`config.mk`:
```
export PLATFORM = sky130hd
export DESIGN_NAME = spram_burst_ctrl_flat
export DESIGN_NICKNAME = d
export VERILOG_FILES = /design/src/rtl/spram_burst_if.sv /design/src/rtl/spram_burst_ctrl.sv /design/src/flat_wrapper.sv
export SDC_FILE = /design/constraint.sdc
export NUM_CORES = 1
export LEC_CHECK = 0
export ABC_AREA = 1
export CORE_AREA = 2 2 97 99
export CTS_CLUSTER_DIAMETER = 100
export DETAILED_ROUTE_END_ITERATION = 10
export DIE_AREA = 0 0 99 101
export GPL_ROUTABILITY_DRIVEN = 0
export PLACE_DENSITY = 0.79
export SETUP_SLACK_MARGIN = 0.5
export SYNTH_ARGS = -nofsm -noshare
export SYNTH_HDL_FRONTEND = slang
export SYNTH_SLANG_ARGS = --single-unit
```
`constraint.sdc`:
```
create_clock -name clk -period 4.1 [get_ports clk]
set_input_delay 1.025 -clock clk [delete_from_list [all_inputs] [get_ports clk]]
set_output_delay 1.025 -clock clk [all_outputs]
set_load 0.05 [all_outputs]
```
`src/rtl/spram_burst_if.sv`:
```
// Bundle of command, write-stream, read-stream and RAM-side signals of spram_burst_ctrl.
// slave = the controller; master = command source, stream endpoints and the attached RAM.
interface spram_burst_if #(
  parameter int ADDR_WIDTH = 4,
  parameter int DATA_WIDTH = 32,
  parameter int LEN_WIDTH  = 4
);
  logic                  cmd_valid;
  logic                  cmd_ready;
  logic                  cmd_write;
  logic [ADDR_WIDTH-1:0] cmd_addr;
  logic [LEN_WIDTH-1:0]  cmd_len;

  logic                  wr_valid;
  logic                  wr_ready;
  logic [DATA_WIDTH-1:0] wr_data;

  logic                  rd_valid;
  logic                  rd_ready;
  logic [DATA_WIDTH-1:0] rd_data;
  logic                  rd_last;

  logic                  busy;

  logic [ADDR_WIDTH-1:0] ram_addr;
  logic                  ram_re;
  logic                  ram_we;
  logic [DATA_WIDTH-1:0] ram_wdata;
  logic [DATA_WIDTH-1:0] ram_rdata;

  modport slave (
    input  cmd_valid, cmd_write, cmd_addr, cmd_len,
    input  wr_valid, wr_data,
    input  rd_ready,
    input  ram_rdata,
    output cmd_ready, wr_ready, rd_valid, rd_data, rd_last, busy,
    output ram_addr, ram_re, ram_we, ram_wdata
  );

  modport master (
    output cmd_valid, cmd_write, cmd_addr, cmd_len,
    output wr_valid, wr_data,
    output rd_ready,
    output ram_rdata,
    input  cmd_ready, wr_ready, rd_valid, rd_data, rd_last, busy,
    input  ram_addr, ram_re, ram_we, ram_wdata
  );
endinterface

```
`src/rtl/spram_burst_ctrl.sv`:
```
// Burst initiator for a single-port block RAM: write stream -> RAM, RAM -> read stream.
// Define SPRAM_BURST_WRAP_EN for wrapping (critical-word-first) address sequences.
module spram_burst_ctrl #(
  parameter int ADDR_WIDTH = 4,
  parameter int DATA_WIDTH = 32,
  parameter int LEN_WIDTH  = 4
) (
  input  logic         clk,
  input  logic         reset,
  spram_burst_if.slave bus
);

  typedef enum logic [1:0] {IDLE, WRITE, READ, DRAIN} state_t;

  state_t                state_reg;
  logic [ADDR_WIDTH-1:0] addr_reg;
  logic [ADDR_WIDTH-1:0] addr_next;
  logic [LEN_WIDTH-1:0]  remaining_reg;
  logic                  reset_q_reg;
  logic                  hold_off;

  logic                  inflight_reg;
  logic                  inflight_last_reg;

  logic [DATA_WIDTH-1:0] fifo_data_reg [2];
  logic                  fifo_last_reg [2];
  logic                  head_reg;
  logic [1:0]            count_reg;
  logic [1:0]            count_next;
  logic                  tail;

  logic                  accept;
  logic                  wr_hs;
  logic                  issue;
  logic                  issue_ok;
  logic                  push;
  logic                  pop;
  logic                  rd_valid_int;
  logic [2:0]            occupancy;

  // Outputs are forced quiet while reset is high and for one cycle after.
  assign hold_off = reset | reset_q_reg;

`ifdef SPRAM_BURST_WRAP_EN
  logic [ADDR_WIDTH-1:0] wrap_mask_reg;
  logic [ADDR_WIDTH-1:0] cmd_mask;

  // cmd_len is 2^k-1, so it doubles as the mask of address bits that wrap.
  genvar gi;
  for (gi = 0; gi < ADDR_WIDTH; gi++) begin : g_mask
    if (gi < LEN_WIDTH) begin : g_bit
      assign cmd_mask[gi] = bus.cmd_len[gi];
    end else begin : g_zero
      assign cmd_mask[gi] = 1'b0;
    end
  end

  assign addr_next = (addr_reg & ~wrap_mask_reg) | ((addr_reg + 1'b1) & wrap_mask_reg);
`else
  assign addr_next = addr_reg + 1'b1;
`endif

  assign accept       = !hold_off && (state_reg == IDLE) && bus.cmd_valid;
  assign wr_hs        = !hold_off && (state_reg == WRITE) && bus.wr_valid;
  assign rd_valid_int = !hold_off && (count_reg != 2'd0);
  assign pop          = rd_valid_int && bus.rd_ready;
  assign push         = inflight_reg;

  // Buffered plus in-flight beats may never exceed the two FIFO slots.
  assign occupancy = 3'(count_reg) + 3'(inflight_reg) - 3'(pop);
  assign issue_ok  = occupancy < 3'd2;
  assign issue     = !hold_off && (state_reg == READ) && issue_ok;

  assign count_next = count_reg + 2'(push) - 2'(pop);
  assign tail       = head_reg ^ count_reg[0];

  always_ff @(posedge clk) begin
    reset_q_reg <= reset;
    if (reset) begin
      state_reg         <= IDLE;
      addr_reg          <= '0;
      remaining_reg     <= '0;
      inflight_reg      <= 1'b0;
      inflight_last_reg <= 1'b0;
      head_reg          <= 1'b0;
      count_reg         <= 2'd0;
`ifdef SPRAM_BURST_WRAP_EN
      wrap_mask_reg     <= '0;
`endif
    end else begin
      inflight_reg      <= issue;
      inflight_last_reg <= issue && (remaining_reg == '0);

      if (push) begin
        fifo_data_reg[tail] <= bus.ram_rdata;
        fifo_last_reg[tail] <= inflight_last_reg;
      end
      if (pop) begin
        head_reg <= ~head_reg;
      end
      count_reg <= count_next;

      case (state_reg)
        IDLE: begin
          if (accept) begin
            addr_reg      <= bus.cmd_addr;
            remaining_reg <= bus.cmd_len;
`ifdef SPRAM_BURST_WRAP_EN
            wrap_mask_reg <= cmd_mask;
`endif
            state_reg     <= bus.cmd_write ? WRITE : READ;
          end
        end
        WRITE: begin
          if (wr_hs) begin
            addr_reg      <= addr_next;
            remaining_reg <= remaining_reg - 1'b1;
            if (remaining_reg == '0) begin
              state_reg <= IDLE;
            end
          end
        end
        READ: begin
          if (issue) begin
            addr_reg      <= addr_next;
            remaining_reg <= remaining_reg - 1'b1;
            if (remaining_reg == '0) begin
              state_reg <= DRAIN;
            end
          end
        end
        DRAIN: begin
          if (!inflight_reg && (count_next == 2'd0)) begin
            state_reg <= IDLE;
          end
        end
        default: state_reg <= IDLE;
      endcase
    end
  end

  assign bus.cmd_ready = !hold_off && (state_reg == IDLE);
  assign bus.busy      = !hold_off && (state_reg != IDLE);
  assign bus.wr_ready  = !hold_off && (state_reg == WRITE);

  assign bus.ram_we    = wr_hs;
  assign bus.ram_re    = issue;
  assign bus.ram_addr  = (!hold_off && (state_reg == WRITE || state_reg == READ)) ? addr_reg : '0;
  assign bus.ram_wdata = (!hold_off && (state_reg == WRITE)) ? bus.wr_data : '0;

  assign bus.rd_valid  = rd_valid_int;
  assign bus.rd_data   = rd_valid_int ? fifo_data_reg[head_reg] : '0;
  assign bus.rd_last   = rd_valid_int && fifo_last_reg[head_reg];

endmodule

```
`src/flat_wrapper.sv`:
```
// flat-port wrapper written by rule: the top's interface ports become plain ports
module spram_burst_ctrl_flat 
#(
  parameter int ADDR_WIDTH = 4,
  parameter int DATA_WIDTH = 32,
  parameter int LEN_WIDTH  = 4
)
  (clk, reset, bus_cmd_valid, bus_cmd_write, bus_cmd_addr, bus_cmd_len, bus_wr_valid, bus_wr_data, bus_rd_ready, bus_ram_rdata, bus_cmd_ready, bus_wr_ready, bus_rd_valid, bus_rd_data, bus_rd_last, bus_busy, bus_ram_addr, bus_ram_re, bus_ram_we, bus_ram_wdata);
  spram_burst_if #(.ADDR_WIDTH(ADDR_WIDTH), .DATA_WIDTH(DATA_WIDTH), .LEN_WIDTH(LEN_WIDTH)) bus_i ();
  input  logic clk;
  input  logic reset;
  input wire logic [$bits(bus_i.cmd_valid)-1:0] bus_cmd_valid;
  input wire logic [$bits(bus_i.cmd_write)-1:0] bus_cmd_write;
  input wire logic [$bits(bus_i.cmd_addr)-1:0] bus_cmd_addr;
  input wire logic [$bits(bus_i.cmd_len)-1:0] bus_cmd_len;
  input wire logic [$bits(bus_i.wr_valid)-1:0] bus_wr_valid;
  input wire logic [$bits(bus_i.wr_data)-1:0] bus_wr_data;
  input wire logic [$bits(bus_i.rd_ready)-1:0] bus_rd_ready;
  input wire logic [$bits(bus_i.ram_rdata)-1:0] bus_ram_rdata;
  output wire logic [$bits(bus_i.cmd_ready)-1:0] bus_cmd_ready;
  output wire logic [$bits(bus_i.wr_ready)-1:0] bus_wr_ready;
  output wire logic [$bits(bus_i.rd_valid)-1:0] bus_rd_valid;
  output wire logic [$bits(bus_i.rd_data)-1:0] bus_rd_data;
  output wire logic [$bits(bus_i.rd_last)-1:0] bus_rd_last;
  output wire logic [$bits(bus_i.busy)-1:0] bus_busy;
  output wire logic [$bits(bus_i.ram_addr)-1:0] bus_ram_addr;
  output wire logic [$bits(bus_i.ram_re)-1:0] bus_ram_re;
  output wire logic [$bits(bus_i.ram_we)-1:0] bus_ram_we;
  output wire logic [$bits(bus_i.ram_wdata)-1:0] bus_ram_wdata;
  assign bus_i.cmd_valid = bus_cmd_valid;
  assign bus_i.cmd_write = bus_cmd_write;
  assign bus_i.cmd_addr = bus_cmd_addr;
  assign bus_i.cmd_len = bus_cmd_len;
  assign bus_i.wr_valid = bus_wr_valid;
  assign bus_i.wr_data = bus_wr_data;
  assign bus_i.rd_ready = bus_rd_ready;
  assign bus_i.ram_rdata = bus_ram_rdata;
  assign bus_cmd_ready = bus_i.cmd_ready;
  assign bus_wr_ready = bus_i.wr_ready;
  assign bus_rd_valid = bus_i.rd_valid;
  assign bus_rd_data = bus_i.rd_data;
  assign bus_rd_last = bus_i.rd_last;
  assign bus_busy = bus_i.busy;
  assign bus_ram_addr = bus_i.ram_addr;
  assign bus_ram_re = bus_i.ram_re;
  assign bus_ram_we = bus_i.ram_we;
  assign bus_ram_wdata = bus_i.ram_wdata;
  spram_burst_ctrl #(.ADDR_WIDTH(ADDR_WIDTH), .DATA_WIDTH(DATA_WIDTH), .LEN_WIDTH(LEN_WIDTH)) u_core (.clk(clk), .reset(reset), .bus(bus_i));
endmodule
```
# Yosys cells after proc, flatten, opt, wreduce, memory -nomap -nowiden
# Memory sizes are Yosys's and may differ from the RTL's. A register that Yosys moved wholly into a read port is not among the register bits.
# Index checks and enable logic that the tools add are counted.
# word_totals
reg_bits	16
ramBits	66
input_bits	78
output_inout_bits	75
word_cells	79
memories	2
# mem_list
name	words	width	rd	rd_clocked_by_memory_dff	wr	line	text
u_core.fifo_data_reg	2	32	1	1	1	spram_burst_ctrl.sv:25	logic [DATA_WIDTH-1:0] fifo_data_reg [2];
u_core.fifo_last_reg	2	1	1	1	1	spram_burst_ctrl.sv:26	logic fifo_last_reg [2];
# op_classes
addsub	6
magnitude_cmp	1
n_eq_ne	9
n_mux	26
bitwise_logic	3
reduce_logical	24
# ops
op	count
2-to-1 mux 32 bit	2
2-to-1 mux 4 bit	7
case mux 4 bit (3 select lines)	2
2-to-1 mux 2 bit	7
logical AND 1 bit	13
!= test 2 x 1 -> 1 bit (second input constant)	4
case mux 2 bit (4 select lines)	1
2-to-1 mux 1 bit	7
AND reduction 6 bit	1
adder 4 x 1 -> 4 bit (second input constant)	1
equality test 2 bit (second input constant)	2
logical NOT 2 bit	2
logical NOT 4 bit	1
!= test 2 bit (second input constant)	2
AND reduction 4 bit	1
nonzero test 2 bit	2
subtractor 4 x 1 -> 4 bit (second input constant)	1
adder 2 x 1 -> 3 bit	1
less-than comparator 3 x 2 -> 1 bit (second input constant)	1
nonzero test 3 bit	1
subtractor 3 x 1 -> 3 bit	1
adder 2 x 1 -> 2 bit	1
equality test 2 x 1 -> 1 bit (second input constant)	1
logical NOT 1 bit	2
other kinds (5)	5

# Longest topological paths before layout
# Gate-level depths: netlist (run 1).
# depth
word_depth	9
ltp_mapped	19
depth_no_buf	18

# Worst setup path after synthesis (run 1)
# OpenSTA, ideal clock, no wires.
# synth_path
path_type	input-to-output
from	in reset
to	out bus_ram_re
arrival_ns	3.437
required_time_ns	3.075
setup_slack_ns	-0.362
path_stages	14
n_path_buf	0
cell_sequence	nor2_4 -> inv_1 -> nor2_2 -> nand2_1 -> inv_1 -> ha_1 -> inv_1 -> ha_1 -> fa_1 -> inv_1 -> nand2_1 -> nor2_2 -> nand2_4 -> inv_1
# synth_via
elab_chain_len	7
word_cells_on_any_way	8
cone_classes	add/sub: 1; order compare: 1; bitwise: 1; reduce/logical: 5
# synth_rtl
element	line	text
start, declared	flat_wrapper.sv:11	input logic reset;
bitwise OR 1 bit	spram_burst_ctrl.sv:42	assign hold_off = reset | reset_q_reg;
logical NOT 1 bit	spram_burst_ctrl.sv:65	assign rd_valid_int = !hold_off && (count_reg != 2'd0);
logical AND 1 bit	spram_burst_ctrl.sv:65	
net bus_rd_valid	flat_wrapper.sv:22	output wire logic [$bits(bus_i.rd_valid)-1:0] bus_rd_valid;
logical AND 1 bit	spram_burst_ctrl.sv:66	assign pop = rd_valid_int && bus.rd_ready;
net u_core.pop	spram_burst_ctrl.sv:37	logic pop;
subtractor 3 x 1 -> 3 bit	spram_burst_ctrl.sv:70	assign occupancy = 3'(count_reg) + 3'(inflight_reg) - 3'(pop);
less-than comparator 3 x 2 -> 1 bit	spram_burst_ctrl.sv:71	assign issue_ok = occupancy < 3'd2;
logical AND 1 bit	spram_burst_ctrl.sv:72	assign issue = !hold_off && (state_reg == READ) && issue_ok;
end, declared	flat_wrapper.sv:27	output wire logic [$bits(bus_i.ram_re)-1:0] bus_ram_re;
# The timed path passes the listed nets, and every way through them passes these cells.

==> run summary, run 1 <==
Status: completed
Critical path startpoint: reset
Vias per cell: 4.89
Initial core utilization: 0.428
Critical Path AT: 4300 ps
Power, Total: 2.52 mW
Fraction of layout cells with a size suffix above 1: 0.303
Period utilization: 0.993
Number of inserted diodes: 0
Depth of the CTS H-tree: 3
Minimum clock period: 4070 ps
CP Launch Type: primary input
Syn Std Cell Area: 0.00384 mm2
Drt total wl: 11100 um
First-pass GRT wire length: 16700 um
Worst path depth: 30
WP buf/inv: 25
Crit path kind: primary input to flip-flop
Die ar.: 0.0100 mm2
Pwr dens: 368 mW/mm2
RSZ-0062 raised after global routing: yes
Root Buffer: clkbuf_8
Placed cells: 680
Final core occ: 0.762
Finished Cell Area: 0.00684 mm2
Relative slew margins: 0.326
Area growth syn-to-layout: 78.2%
Routed len/inst: 15.4 um
Final hold viol count: 0
Max Clock Skew: 24.6 ps
Pleak: 2.86 nW
Slew Viols, Final: 0
Cells after synthesis: 420
CP most frequent cell: buf_6
Die width: 99 um
Worst-Skew Late Latency: 360 ps
IO Count: 153
Max reg flops: 64
Clock buffer depth: 2
Initial antenna violation count: 0
Dpl hpwl: 7690 um
Post-synthesis sequential area ratio: 0.605
Worst slew pin tran: 1010 ps
Most common cell after layout, fill and taps aside: nand2_1
Synth top area cells: edfxtp_1, nand2_1, dfxtp_1, nor2_1, inv_1
R2r worst-path depth: 28
R2R Path Start: u_core.count_reg[0]$_SDFF_PP0_
Via count: 3527
First drt pass iteration count: 6
CTS tree: done
Total grt overflow: 0
FILL cells: 579
Maximum clock rate: 246 MHz
Hold slack: 431 ps
CTS Buf Count: 9
Biggest area consumer among synthesized cells: edfxtp_1
Synthesis Warnings: 0
Slowest cell on crit path: xor2_2
I/O Buffers: 152
GR Util All Layers: 0.217
Vias in the first global route: 3651
R2R Setup Slk: 390 ps
Finished Layout Cells: 722
CP Capture Type: flip-flop
Peak supply drop: 0.200 mV
Yosys reg bits: 83
Synth Area per Inst: 9.14 um2
Detailed-route DRC error count: 0
Clk sink count: 83
Hold WC Path Type: flip-flop to flip-flop
Share of the synthesized area in the top cell type: 0.516
Placed cell area: 0.00632 mm2
Max cap viols: 0
Die H: 101 um
Clock-pin slew on the worst setup and hold paths: 70 ps
ANT nets after route: 0
Nets: 693
Core Box Area: 0.00898 mm2
Most frequent cells in the layout: nand2_1, clkdlybuf4s50_1, nor2_1
Final setup violation count: 0
CP top delay family: buffers and inverters
Critical Path Max Stage Delay: 150 ps
Largest net degree at the start of global routing: 35
Cell Rows: 35
DRT iter0 DRCs: 118
Peak fanout along the critical path: 2
Critical Path RT: 4330 ps
Yosys cell types: 26
Syn Nets: 507
-- cell families (layout without fill, tap and decap cells) --
logic type | after synthesis | after routing | synth area share
AND/OR/NAND/NOR | 200 | 200 | 0.213
XOR/XNOR | 4 | 4 | 0.00913
adder cells (fa/ha/maj) | 9 | 9 | 0.0313
buffers and inverters | 81 | 272 | 0.0834
flip-flops | 83 | 83 | 0.605
AO/OA/AOI/OAI | 43 | 43 | 0.0577
-- Yosys cell counts --
cell / number
inv_1: 63
o21ai_2: 1
ha_1: 8
nand2_2: 3
fa_1: 1
a21boi_0: 1
or2_2: 2
inv_2: 2
edfxtp_1: 66
o21ai_0: 6
nand3_1: 9
xnor2_1: 1
nand2_4: 2
clkbuf_1: 11
dfxtp_1: 17
buf_2: 4
nor2_4: 1
nor2_2: 2
nor2_1: 70
and3_1: 1
xor2_1: 3
nor3_1: 1
nand3_4: 1
buf_8: 1
nand2_1: 108
a21oi_1: 35
-- where the power goes --
group	switching (mW)	internal (mW)	leakage [nW]
clock network	0.285	0.344	0.107
logic	0.535	0.358	2.02
registers	0.0340	0.960	0.733
-- layout make-up --
cell class,count,area [um2],share of cell area
Clock inverter,6,87.6,0.0128
Sequential cell,83,2320,0.339
Timing Repair Buffer,191,2540,0.372
Inverter,65,253,0.0369
Multi-Input combinational cell,256,1370,0.200
Clock buffer,10,128,0.0187
Tap cell,111,139,0.0203
-- worst min path at each step --
stage               slack [ps]                                end                           startpoint  cells past startpoint
global route               440  u_core.fifo_last_reg[1]$_DFFE_PP_  u_core.inflight_last_reg$_SDFF_PP0_                      0
CTS                        420  u_core.fifo_last_reg[1]$_DFFE_PP_  u_core.inflight_last_reg$_SDFF_PP0_                      0
detailed placement         410  u_core.fifo_last_reg[0]$_DFFE_PP_  u_core.inflight_last_reg$_SDFF_PP0_                      0
finish                     430  u_core.fifo_last_reg[1]$_DFFE_PP_  u_core.inflight_last_reg$_SDFF_PP0_                      0
global placement           410  u_core.fifo_last_reg[0]$_DFFE_PP_  u_core.inflight_last_reg$_SDFF_PP0_                      0
floorplan                  400  u_core.fifo_last_reg[0]$_DFFE_PP_  u_core.inflight_last_reg$_SDFF_PP0_                      0
-- metrics by stage --
stage / setup TNS, ps / worst slack [ps]
6_report: 0 / 28.6
4_1_cts: 0 / 209
5_1_grt: -69.0 / -25.8
3_5_place_dp: -301 / -301
2_1_floorplan: -12.1 / -12.1
3_3_place_gp: -175 / -175
-- metal layers --
metal  vias up  GRT usage  routed length [um]  share of wire
met5         -          0                   0              0
met4         0      0.114                 395          0.035
met2       163      0.409                6080           0.55
li1       1689          -                   -              -
met3        32     0.0728                 800          0.072
met1      1643      0.206                3850           0.35
-- timing repair --
item                       4_1_cts  5_1_grt
pin swaps                        8        8
resized for setup               14       22
gates cloned                     0        0
hold buffers                     0        0
setup endpoints to repair       34        3
setup buffers                   23        3
Note: power is estimated with default switching activity, not from simulation.
==> run 2, diff against run 1 <==
GPL_ROUTABILITY_DRIVEN = unset   (was 0)
==> results of run 2 <==
The final DEF is identical to that of run 1; final timing and power are the same.
